File: src/rtl/aes_pkg.sv
// Shared AES types and constants for the key schedule and round datapath.
package aes_pkg;

    localparam int unsigned WORD_W     = 32;
    localparam int unsigned NUM_WORDS  = 4;
    localparam int unsigned NUM_ROUNDS = 10;

    typedef logic [WORD_W-1:0] word_t;
    typedef word_t key_t [0:NUM_WORDS-1];

    typedef enum logic [1:0] {
        ST_IDLE   = 2'd0,
        ST_READY  = 2'd1,
        ST_EXPAND = 2'd2
    } state_t;

    localparam logic [7:0] RCON [1:10] = '{
        8'h01, 8'h02, 8'h04, 8'h08, 8'h10,
        8'h20, 8'h40, 8'h80, 8'h1b, 8'h36
    };

    // Round constant for round r; zero outside 1..10.
    function automatic logic [7:0] rcon_of(input logic [3:0] r);
        rcon_of = 8'h00;
        for (int i = 1; i <= 10; i++) begin
            if (4'(i) == r) begin
                rcon_of = RCON[i];
            end
        end
    endfunction

endpackage

File: src/rtl/sbox.sv
// Combinational AES forward S-box lookup, shared with the sub_bytes stage.
module sbox (
    input  logic [7:0] data,
    output logic [7:0] result
);

    localparam logic [7:0] SBOX [0:255] = '{
        8'h63, 8'h7c, 8'h77, 8'h7b, 8'hf2, 8'h6b, 8'h6f, 8'hc5, 8'h30, 8'h01, 8'h67, 8'h2b, 8'hfe, 8'hd7, 8'hab, 8'h76,
        8'hca, 8'h82, 8'hc9, 8'h7d, 8'hfa, 8'h59, 8'h47, 8'hf0, 8'had, 8'hd4, 8'ha2, 8'haf, 8'h9c, 8'ha4, 8'h72, 8'hc0,
        8'hb7, 8'hfd, 8'h93, 8'h26, 8'h36, 8'h3f, 8'hf7, 8'hcc, 8'h34, 8'ha5, 8'he5, 8'hf1, 8'h71, 8'hd8, 8'h31, 8'h15,
        8'h04, 8'hc7, 8'h23, 8'hc3, 8'h18, 8'h96, 8'h05, 8'h9a, 8'h07, 8'h12, 8'h80, 8'he2, 8'heb, 8'h27, 8'hb2, 8'h75,
        8'h09, 8'h83, 8'h2c, 8'h1a, 8'h1b, 8'h6e, 8'h5a, 8'ha0, 8'h52, 8'h3b, 8'hd6, 8'hb3, 8'h29, 8'he3, 8'h2f, 8'h84,
        8'h53, 8'hd1, 8'h00, 8'hed, 8'h20, 8'hfc, 8'hb1, 8'h5b, 8'h6a, 8'hcb, 8'hbe, 8'h39, 8'h4a, 8'h4c, 8'h58, 8'hcf,
        8'hd0, 8'hef, 8'haa, 8'hfb, 8'h43, 8'h4d, 8'h33, 8'h85, 8'h45, 8'hf9, 8'h02, 8'h7f, 8'h50, 8'h3c, 8'h9f, 8'ha8,
        8'h51, 8'ha3, 8'h40, 8'h8f, 8'h92, 8'h9d, 8'h38, 8'hf5, 8'hbc, 8'hb6, 8'hda, 8'h21, 8'h10, 8'hff, 8'hf3, 8'hd2,
        8'hcd, 8'h0c, 8'h13, 8'hec, 8'h5f, 8'h97, 8'h44, 8'h17, 8'hc4, 8'ha7, 8'h7e, 8'h3d, 8'h64, 8'h5d, 8'h19, 8'h73,
        8'h60, 8'h81, 8'h4f, 8'hdc, 8'h22, 8'h2a, 8'h90, 8'h88, 8'h46, 8'hee, 8'hb8, 8'h14, 8'hde, 8'h5e, 8'h0b, 8'hdb,
        8'he0, 8'h32, 8'h3a, 8'h0a, 8'h49, 8'h06, 8'h24, 8'h5c, 8'hc2, 8'hd3, 8'hac, 8'h62, 8'h91, 8'h95, 8'he4, 8'h79,
        8'he7, 8'hc8, 8'h37, 8'h6d, 8'h8d, 8'hd5, 8'h4e, 8'ha9, 8'h6c, 8'h56, 8'hf4, 8'hea, 8'h65, 8'h7a, 8'hae, 8'h08,
        8'hba, 8'h78, 8'h25, 8'h2e, 8'h1c, 8'ha6, 8'hb4, 8'hc6, 8'he8, 8'hdd, 8'h74, 8'h1f, 8'h4b, 8'hbd, 8'h8b, 8'h8a,
        8'h70, 8'h3e, 8'hb5, 8'h66, 8'h48, 8'h03, 8'hf6, 8'h0e, 8'h61, 8'h35, 8'h57, 8'hb9, 8'h86, 8'hc1, 8'h1d, 8'h9e,
        8'he1, 8'hf8, 8'h98, 8'h11, 8'h69, 8'hd9, 8'h8e, 8'h94, 8'h9b, 8'h1e, 8'h87, 8'he9, 8'hce, 8'h55, 8'h28, 8'hdf,
        8'h8c, 8'ha1, 8'h89, 8'h0d, 8'hbf, 8'he6, 8'h42, 8'h68, 8'h41, 8'h99, 8'h2d, 8'h0f, 8'hb0, 8'h54, 8'hbb, 8'h16
    };

    assign result = SBOX[data];

endmodule

File: src/rtl/key_scheduler.sv
// Sequential AES-128 key expansion: one 32-bit schedule word per cycle,
// round key published atomically after all four words are computed.
module key_scheduler #(
    parameter int unsigned NUM_ROUNDS = aes_pkg::NUM_ROUNDS
) (
    input  logic        clk,
    input  logic        n_rst,
    input  logic        key_load,
    input  logic [31:0] cipher_key [0:3],
    input  logic        next_key,
    output logic [31:0] round_key  [0:3],
    output logic [3:0]  round_num,
    output logic        key_valid,
    output logic        busy
);

    import aes_pkg::*;

    state_t      state, state_nxt;
    logic [1:0]  idx, idx_nxt;
    key_t        work, work_nxt, rk_nxt, work_upd;
    logic [3:0]  rn_nxt;
    logic [3:0]  rnd;
    word_t       rot_w3;
    word_t       sub_w3;

    assign rot_w3 = {work[3][23:0], work[3][31:24]};
    assign rnd    = round_num + 4'd1;

    // SubWord on the rotated last working word.
    for (genvar b = 0; b < 4; b++) begin : g_subword
        sbox u_sbox (
            .data   (rot_w3[8*b +: 8]),
            .result (sub_w3[8*b +: 8])
        );
    end

    // Working words after the update selected by the word index.
    always_comb begin
        work_upd = work;
        unique case (idx)
            2'd0: work_upd[0] = work[0] ^ sub_w3 ^ {rcon_of(rnd), 24'h0};
            2'd1: work_upd[1] = work[1] ^ work[0];
            2'd2: work_upd[2] = work[2] ^ work[1];
            2'd3: work_upd[3] = work[3] ^ work[2];
            default: work_upd = work;
        endcase
    end

    // Next-state, word index and key register updates; load has priority.
    always_comb begin
        state_nxt = state;
        idx_nxt   = idx;
        work_nxt  = work;
        rk_nxt    = round_key;
        rn_nxt    = round_num;

        if (key_load) begin
            state_nxt = ST_READY;
            idx_nxt   = 2'd0;
            work_nxt  = cipher_key;
            rk_nxt    = cipher_key;
            rn_nxt    = 4'd0;
        end else begin
            unique case (state)
                ST_READY: begin
                    if (next_key && (round_num < 4'(NUM_ROUNDS))) begin
                        state_nxt = ST_EXPAND;
                        idx_nxt   = 2'd0;
                    end
                end
                ST_EXPAND: begin
                    work_nxt = work_upd;
                    idx_nxt  = idx + 2'd1;
                    if (idx == 2'd3) begin
                        state_nxt = ST_READY;
                        rk_nxt    = work_upd;
                        rn_nxt    = round_num + 4'd1;
                    end
                end
                default: begin
                    state_nxt = state;
                end
            endcase
        end
    end

    always_ff @(posedge clk or negedge n_rst) begin
        if (!n_rst) begin
            state     <= ST_IDLE;
            idx       <= 2'd0;
            work      <= '{default: '0};
            round_key <= '{default: '0};
            round_num <= 4'd0;
            key_valid <= 1'b0;
            busy      <= 1'b0;
        end else begin
            state     <= state_nxt;
            idx       <= idx_nxt;
            work      <= work_nxt;
            round_key <= rk_nxt;
            round_num <= rn_nxt;
            key_valid <= (state_nxt == ST_READY);
            busy      <= (state_nxt == ST_EXPAND);
        end
    end

endmodule

File: config.mk
export PLATFORM = sky130hd
export DESIGN_NAME = key_scheduler
export DESIGN_NICKNAME = d
export VERILOG_FILES = /design/src/rtl/aes_pkg.sv /design/src/rtl/sbox.sv /design/src/rtl/key_scheduler.sv
export SDC_FILE = /design/constraint.sdc
export NUM_CORES = 1
export LEC_CHECK = 0
export CELL_PAD_IN_SITES_DETAIL_PLACEMENT = 1
export CELL_PAD_IN_SITES_GLOBAL_PLACEMENT = 2
export CORE_MARGIN = 10
export CORE_UTILIZATION = 31
export DETAILED_ROUTE_END_ITERATION = 7
export PLACE_DENSITY_LB_ADDON = 0.3
export SYNTH_ARGS = -nofsm -noshare
export SYNTH_HDL_FRONTEND = slang
export SYNTH_SLANG_ARGS = --single-unit
File: constraint.sdc
create_clock -name clk -period 3.6 [get_ports clk]
set_input_delay 0.72 -clock clk [delete_from_list [all_inputs] [get_ports clk]]
set_output_delay 0.72 -clock clk [all_outputs]
set_load 0.005 [all_outputs]
==> flow_summary.yaml, run 1 <==
route:
  initialDrtViolationCount: 3383
  post-route-drc-count: 0
  via_count: 30300
  drtAntennaViolNets: 0
  first_pass_iters: 6
  routed_via_density: 6.04
  drt_wl_total_mm: 141
  wl_per_cell_um: 28.2
floorplanning:
  die_y_um: 317
  rows: 108
  die_area_um2: 101000
  initial_utilization: 0.314
  ios: 266
  coreArea_um2: 87200
  die_w_um: 317
final_layout:
  drive_above_1_share: 0.140
  nNetsFinal: 4029
  stdcell_count: 5010
  area_delta_synth_final_pct: 22.8
global_routing:
  antenna_found_initial: 9
  grt_pass1_wl_mm: 209
  grt_use_total: 0.271
  overflow: 0
  grt_max_degree: 131
  grt_pass1_vias: 30200
power:
  power_density_nw_per_um2: 563
  ir_worst_vdd_mv: 0.300
  power.total_mw: 18.9
  p_leak_nw: 13.2
logic_synthesis:
  synth_compound_area_frac: 0.272
  ys.flop_type: "dfrtp_1"
  syn_area_um2: 27400
  synthArstFlopShare: 1.00
  yosysTopAreaCell: "dfrtp_1"
  yosys.area.top_type_share: 0.243
  synth_fa_ha_area_frac: 0.0320
  synthXorXnorAreaFrac: 0.0445
  ys_ff_latch: 266
  synth.area.top_cells: "dfrtp_1, nand2_1, mux4_2, o21ai_0, a21oi_1"
  avgSynthCellArea_um2: 7.56
  ys_seq_area_frac: 0.243
  netlist-cell-type-count: 98
  syn_inst: 3621
  yosys_warnings: 0
  synth_simple_gate_area_frac: 0.232
  synth_top_family_by_area: "compound AO/OA/AOI/OAI gates"
  synth_edf_count: 0
  synthMuxAreaShare: 0.104
  syn-num-nets: 3823
timing:
  tightest_slew_ns: 1.16
  hold_ws_ns: 0.200
  skew_ns: 0.0221
  max_freq_ghz: 0.288
  fin_crit_ns: 3.47
  layout_setup_ws_ns: 0.131
  rsz0062_at_grt: "false"
  fin_tns_setup_ns: 0
  relSlewSlack: 0.220
  finalHoldViolations: 0
  fin_crit_sh: 0.963
  setup_viol: 0
  slew_viol_final: 0
worst_setup_path:
  endpoint: "round_key[110]"
  required_ns: 4.05
  worst-path-max-fanout: 11
  start_kind: "register"
  r2r-end: "round_key[110]"
  arrival_ns: 3.92
  r2r.worst_path.cells: 10
  r2r-start: "rot_w3[9]"
  worstSetupEndpointType: "register"
  worstSetupPathType: "reg -> reg"
  startpoint: "rot_w3[9]"
  r2r_slack_ns: 0.13
min_path:
  min_path_type: "in -> async"
place:
  place_ws_ns: 0.162
  place_inst: 4943
  gp_congestion: 1.01
  dp_hpwl_mm: 104
  port_buffers: 265
clocking:
  cts_buffers: 37
  clk_latency_ns: 0.58
  post_cts_buffers: 0
  clk_pin_slew_worst_paths_ns: 0.06
  cts_tree: "built"
  cts-root-buf: "clkbuf_16"
  cts_sinks: 266
  cts_max_level: 2
  cts_max_path_buffers: 3
flow_run:
  cap_violations: 0
run_status:
  outcome: "finished, final reports clean"
==> placed cells by master, fill, tap and decap left out, types with 66 or more instances in the layout <==
master / instances
ha_1: 66
nor3_1: 83
nor2b_1: 76
nand2b_1: 80
buf_4: 259
o21ai_0: 364
nand3_1: 111
a21oi_1: 261
xor2_1: 83
mux4_2: 86
dfrtp_1: 257
nand2_1: 525
nor2_1: 288
clkdlybuf4s50_1: 263
==> synth_stat cells (70+ instances only) <==
library cell  number
buf_2             99
xor2_1            83
nand2b_1          80
mux4_2            86
nand2_1          526
nand3_1          111
nor2_1           290
a21oi_1          261
dfrtp_1          266
clkbuf_1         217
nor3_1            83
o21ai_0          365
nor2b_1           76
ha_1              70
==> through the flow <==
stage,util,area (µm²)
floorplan,-,27400
global placement,0.372,32400
detailed placement,0.372,32400
CTS,0.386,33600
global route,0.386,33600
finish,0.386,33600
==> worst max-delay path, cell delays in order, from the launching register on <==
cell      delay (ns)
dfrtp_1         0.40
inv_1           0.12
ha_1            0.49
nand2_1         0.18
nand2_1         0.08
mux4_2          0.46
o211ai_1        0.17
o21ai_0         0.13
o31ai_1         0.94
mux2i_1         0.29
nand3_1         0.10
==> worst min-delay path by stage <==
stage | end | cells past startpoint
final | round_key[90] | 1
after global routing | round_key[60] | 1
after CTS | rot_w3[1] | 1
after detailed placement | round_key[7] | 2
after global placement | round_key[13] | 2
after floorplan | busy | 0
==> sequential cells by signal, summed over array words and instances (netlist names) <==
name	flops
busy	1
rot_w3	32
state	2
round_num	4
work	96
idx	2
key_valid	1
round_key	128
==> power by group <==
| group | switching [mW] | internal (mW) | leakage, nW |
|---|---|---|---|
| combinational | 6.65 | 4.49 | 9.32 |
| clock | 1.57 | 2.21 | 0.594 |
| sequential | 0.542 | 3.47 | 3.30 |
| total | 8.77 | 10.2 | 13.2 |
==> metal layers <==
layer | track usage | up-vias | part of all wire
met5 | 0 | - | 0.00062
met3 | 0.0558 | 277 | 0.083
met4 | 0.0900 | 12 | 0.037
met2 | 0.400 | 1349 | 0.43
met1 | 0.388 | 15100 | 0.45
li1 | - | 13500 | -
==> final cells by class <==
class	instances	area, µm²
clock inverters	9	95.1
inverters	70	263
flip-flops and latches	266	6670
well taps	1155	1450
fillers	10500	53500
diodes	3	7.51
clock buffers	55	1110
repair buffers	556	5250
multi-input cells	2896	18800
==> cell families after synthesis <==
| kind of cell | count (synthesis) |
|---|---|
| compound gates | 1152 |
| fa+ha+maj | 70 |
| flops | 266 |
| simple gates | 1362 |
| buf+inv | 459 |
| mux | 173 |
| xor+xnor | 139 |
==> what timing repair did <==
item | in CTS | in global routing
resized for setup | 0 | 3
hold buffers | 0 | 0
endpoints found under the setup margin | 0 | 3
Power figures use the tool's default switching activity.
==> run 2, diff against run 1 <==
--- a/config.mk
+++ b/config.mk
@@ -8,7 +8,7 @@
 export CELL_PAD_IN_SITES_DETAIL_PLACEMENT = 1
 export CELL_PAD_IN_SITES_GLOBAL_PLACEMENT = 2
 export CORE_MARGIN = 10
-export CORE_UTILIZATION = 31
+export CORE_UTILIZATION = 35
 export DETAILED_ROUTE_END_ITERATION = 7
 export PLACE_DENSITY_LB_ADDON = 0.3
 export SYNTH_ARGS = -nofsm -noshare
==> constraint.sdc (replaced) <==
create_clock -name clk -period 3.28 [get_ports clk]
set_input_delay 0.656 -clock clk [delete_from_list [all_inputs] [get_ports clk]]
set_output_delay 0.656 -clock clk [all_outputs]
set_load 0.005 [all_outputs]
==> flow_summary.yaml, run 2 (synthesized netlist as in run 1, its figures left out) <==
floorplanning:
  die_w_um: 300
  rows: 102
  ios: 266
  coreArea_um2: 77500
  initial_utilization: 0.353
  die_area_um2: 89800
  die_y_um: 300
route:
  first_pass_iters: 5
  routed_via_density: 6.19
  post-route-drc-count: 0
  top_layer: "met5"
  drt_wl_total_mm: 141
  met2WireLength_mm: 59.9
  wl_per_cell_um: 28.1
  met3_length_mm: 12.7
  wl_met1_mm: 62.5
  drtAntennaViolNets: 0
  via_count: 31000
  initialDrtViolationCount: 3549
final_layout:
  nNetsFinal: 4135
  max_flop_register: "round_key"
  drive_above_1_share: 0.177
  area_delta_synth_final_pct: 26.8
  layout_common_cells: "nand2_1, o21ai_0, buf_4"
  stdcell_count: 5002
  largest_register_ffs: 128
  final_common_cell: "nand2_1"
worst_setup_path:
  cp_cell_sequence: "buf_4, ha_1, buf_4, mux2_2, a221oi_1, o211ai_1, and4_1, o32ai_4, mux2_2, a31o_2, o221ai_1"
  cpPeakStageDelay_ns: 0.40
  arrival_ns: 3.68
  required_ns: 3.75
  crit_family: "compound AO/OA/AOI/OAI gates"
  crit_cells: 11
  r2r.worst_path.cells: 11
  worst-path-max-fanout: 12
  worstSetupPathType: "reg -> reg"
  worstSetupEndpointType: "register"
  start_kind: "register"
  cpMaxStageDelayCell: "dfrtp_2"
  cp.buffers_inverters: 2
power:
  power_density_nw_per_um2: 622
  p_leak_nw: 13.8
  power.total_mw: 21.6
  ir_worst_vdd_mv: 0.344
clocking:
  cts_max_path_buffers: 3
  cts_sinks: 266
  cts-root-buf: "clkbuf_16"
  cts_tree: "built"
  clk_pin_slew_worst_paths_ns: 0.06
  clk_latency_ns: 0.58
  cts_max_level: 2
  cts_buffers: 36
timing:
  max_freq_ghz: 0.311
  fin_crit_sh: 0.980
  tightest_slew_ns: 1.02
  slew_viol_final: 0
  setup_viol: 0
  fin_crit_ns: 3.21
  relSlewSlack: 0.323
  skew_ns: 0.0222
  finalHoldViolations: 0
global_routing:
  grt_max_degree: 127
  antenna_found_initial: 6
  overflow: 0
  grt_pass1_vias: 31200
  grt_pass1_wl_mm: 211
  grt_use_total: 0.302
min_path:
  min_path_type: "in -> async"
place:
  dp_hpwl_mm: 105
  port_buffers: 265
  place_inst: 4933
  gp_congestion: 1.01
flow_run:
  cap_violations: 0
run_status:
  outcome: "finished, final reports clean"
## run 2: worst paths after layout
path                                    start  slack [ns]             end
worst max-delay path               rot_w3[25]        0.07  round_key[127]
worst min-delay path                    n_rst        0.07   round_key[37]
worst max register to register     rot_w3[25]        0.07  round_key[127]
worst min register to register  round_key[22]        0.48   round_key[22]
max in group asynchronous               n_rst        2.48       rot_w3[3]
min in group clk                round_key[22]        0.48   round_key[22]
## run 2: final cells by class
| cell class | instances | area [µm²] |
|---|---|---|
| multi-input combinational | 2896 | 19000 |
| sequential | 266 | 6680 |
| clock inverter | 17 | 230 |
| timing repair buffer | 663 | 6200 |
| inverter | 70 | 264 |
| clock buffer | 48 | 1010 |
| tap | 1040 | 1300 |
| fill | 9368 | 42800 |
| antenna | 2 | 5.00 |
## run 2: through the flow
step	setup WS [ns]	cell area [µm²]	setup TNS, ns	util	hold WS (ns)
after floorplan	-0.0683	27400	-0.0822	-	0.360
after global placement	-0.178	33200	-0.969	0.428	0.462
after detailed placement	-0.169	33200	-0.849	0.428	0.469
after CTS	0.00106	34400	0	0.445	0.0601
after global routing	-0.0120	34700	-0.0173	0.448	0.0927
final	0.0660	34700	0	0.448	0.0658
## run 2: report_power, final
part,switching [mW],total [mW],internal [mW]
clock,1.70,4.25,2.55
combinational,7.39,12.8,5.43
sequential,0.691,4.50,3.81
total,9.78,21.6,11.8
## run 2: metal layers
metal | GRT usage | vias up
met3 | 0.0600 | 283
met5 | 0 | -
met1 | 0.426 | 15400
met2 | 0.453 | 1512
met4 | 0.107 | 10
li1 | - | 13700
## run 2: timing repair
item,CTS,global route
setup endpoints to repair,13,51
buffers inserted,0,2
hold buffers,0,0
gates resized for setup,8,63
pin swaps,1,7
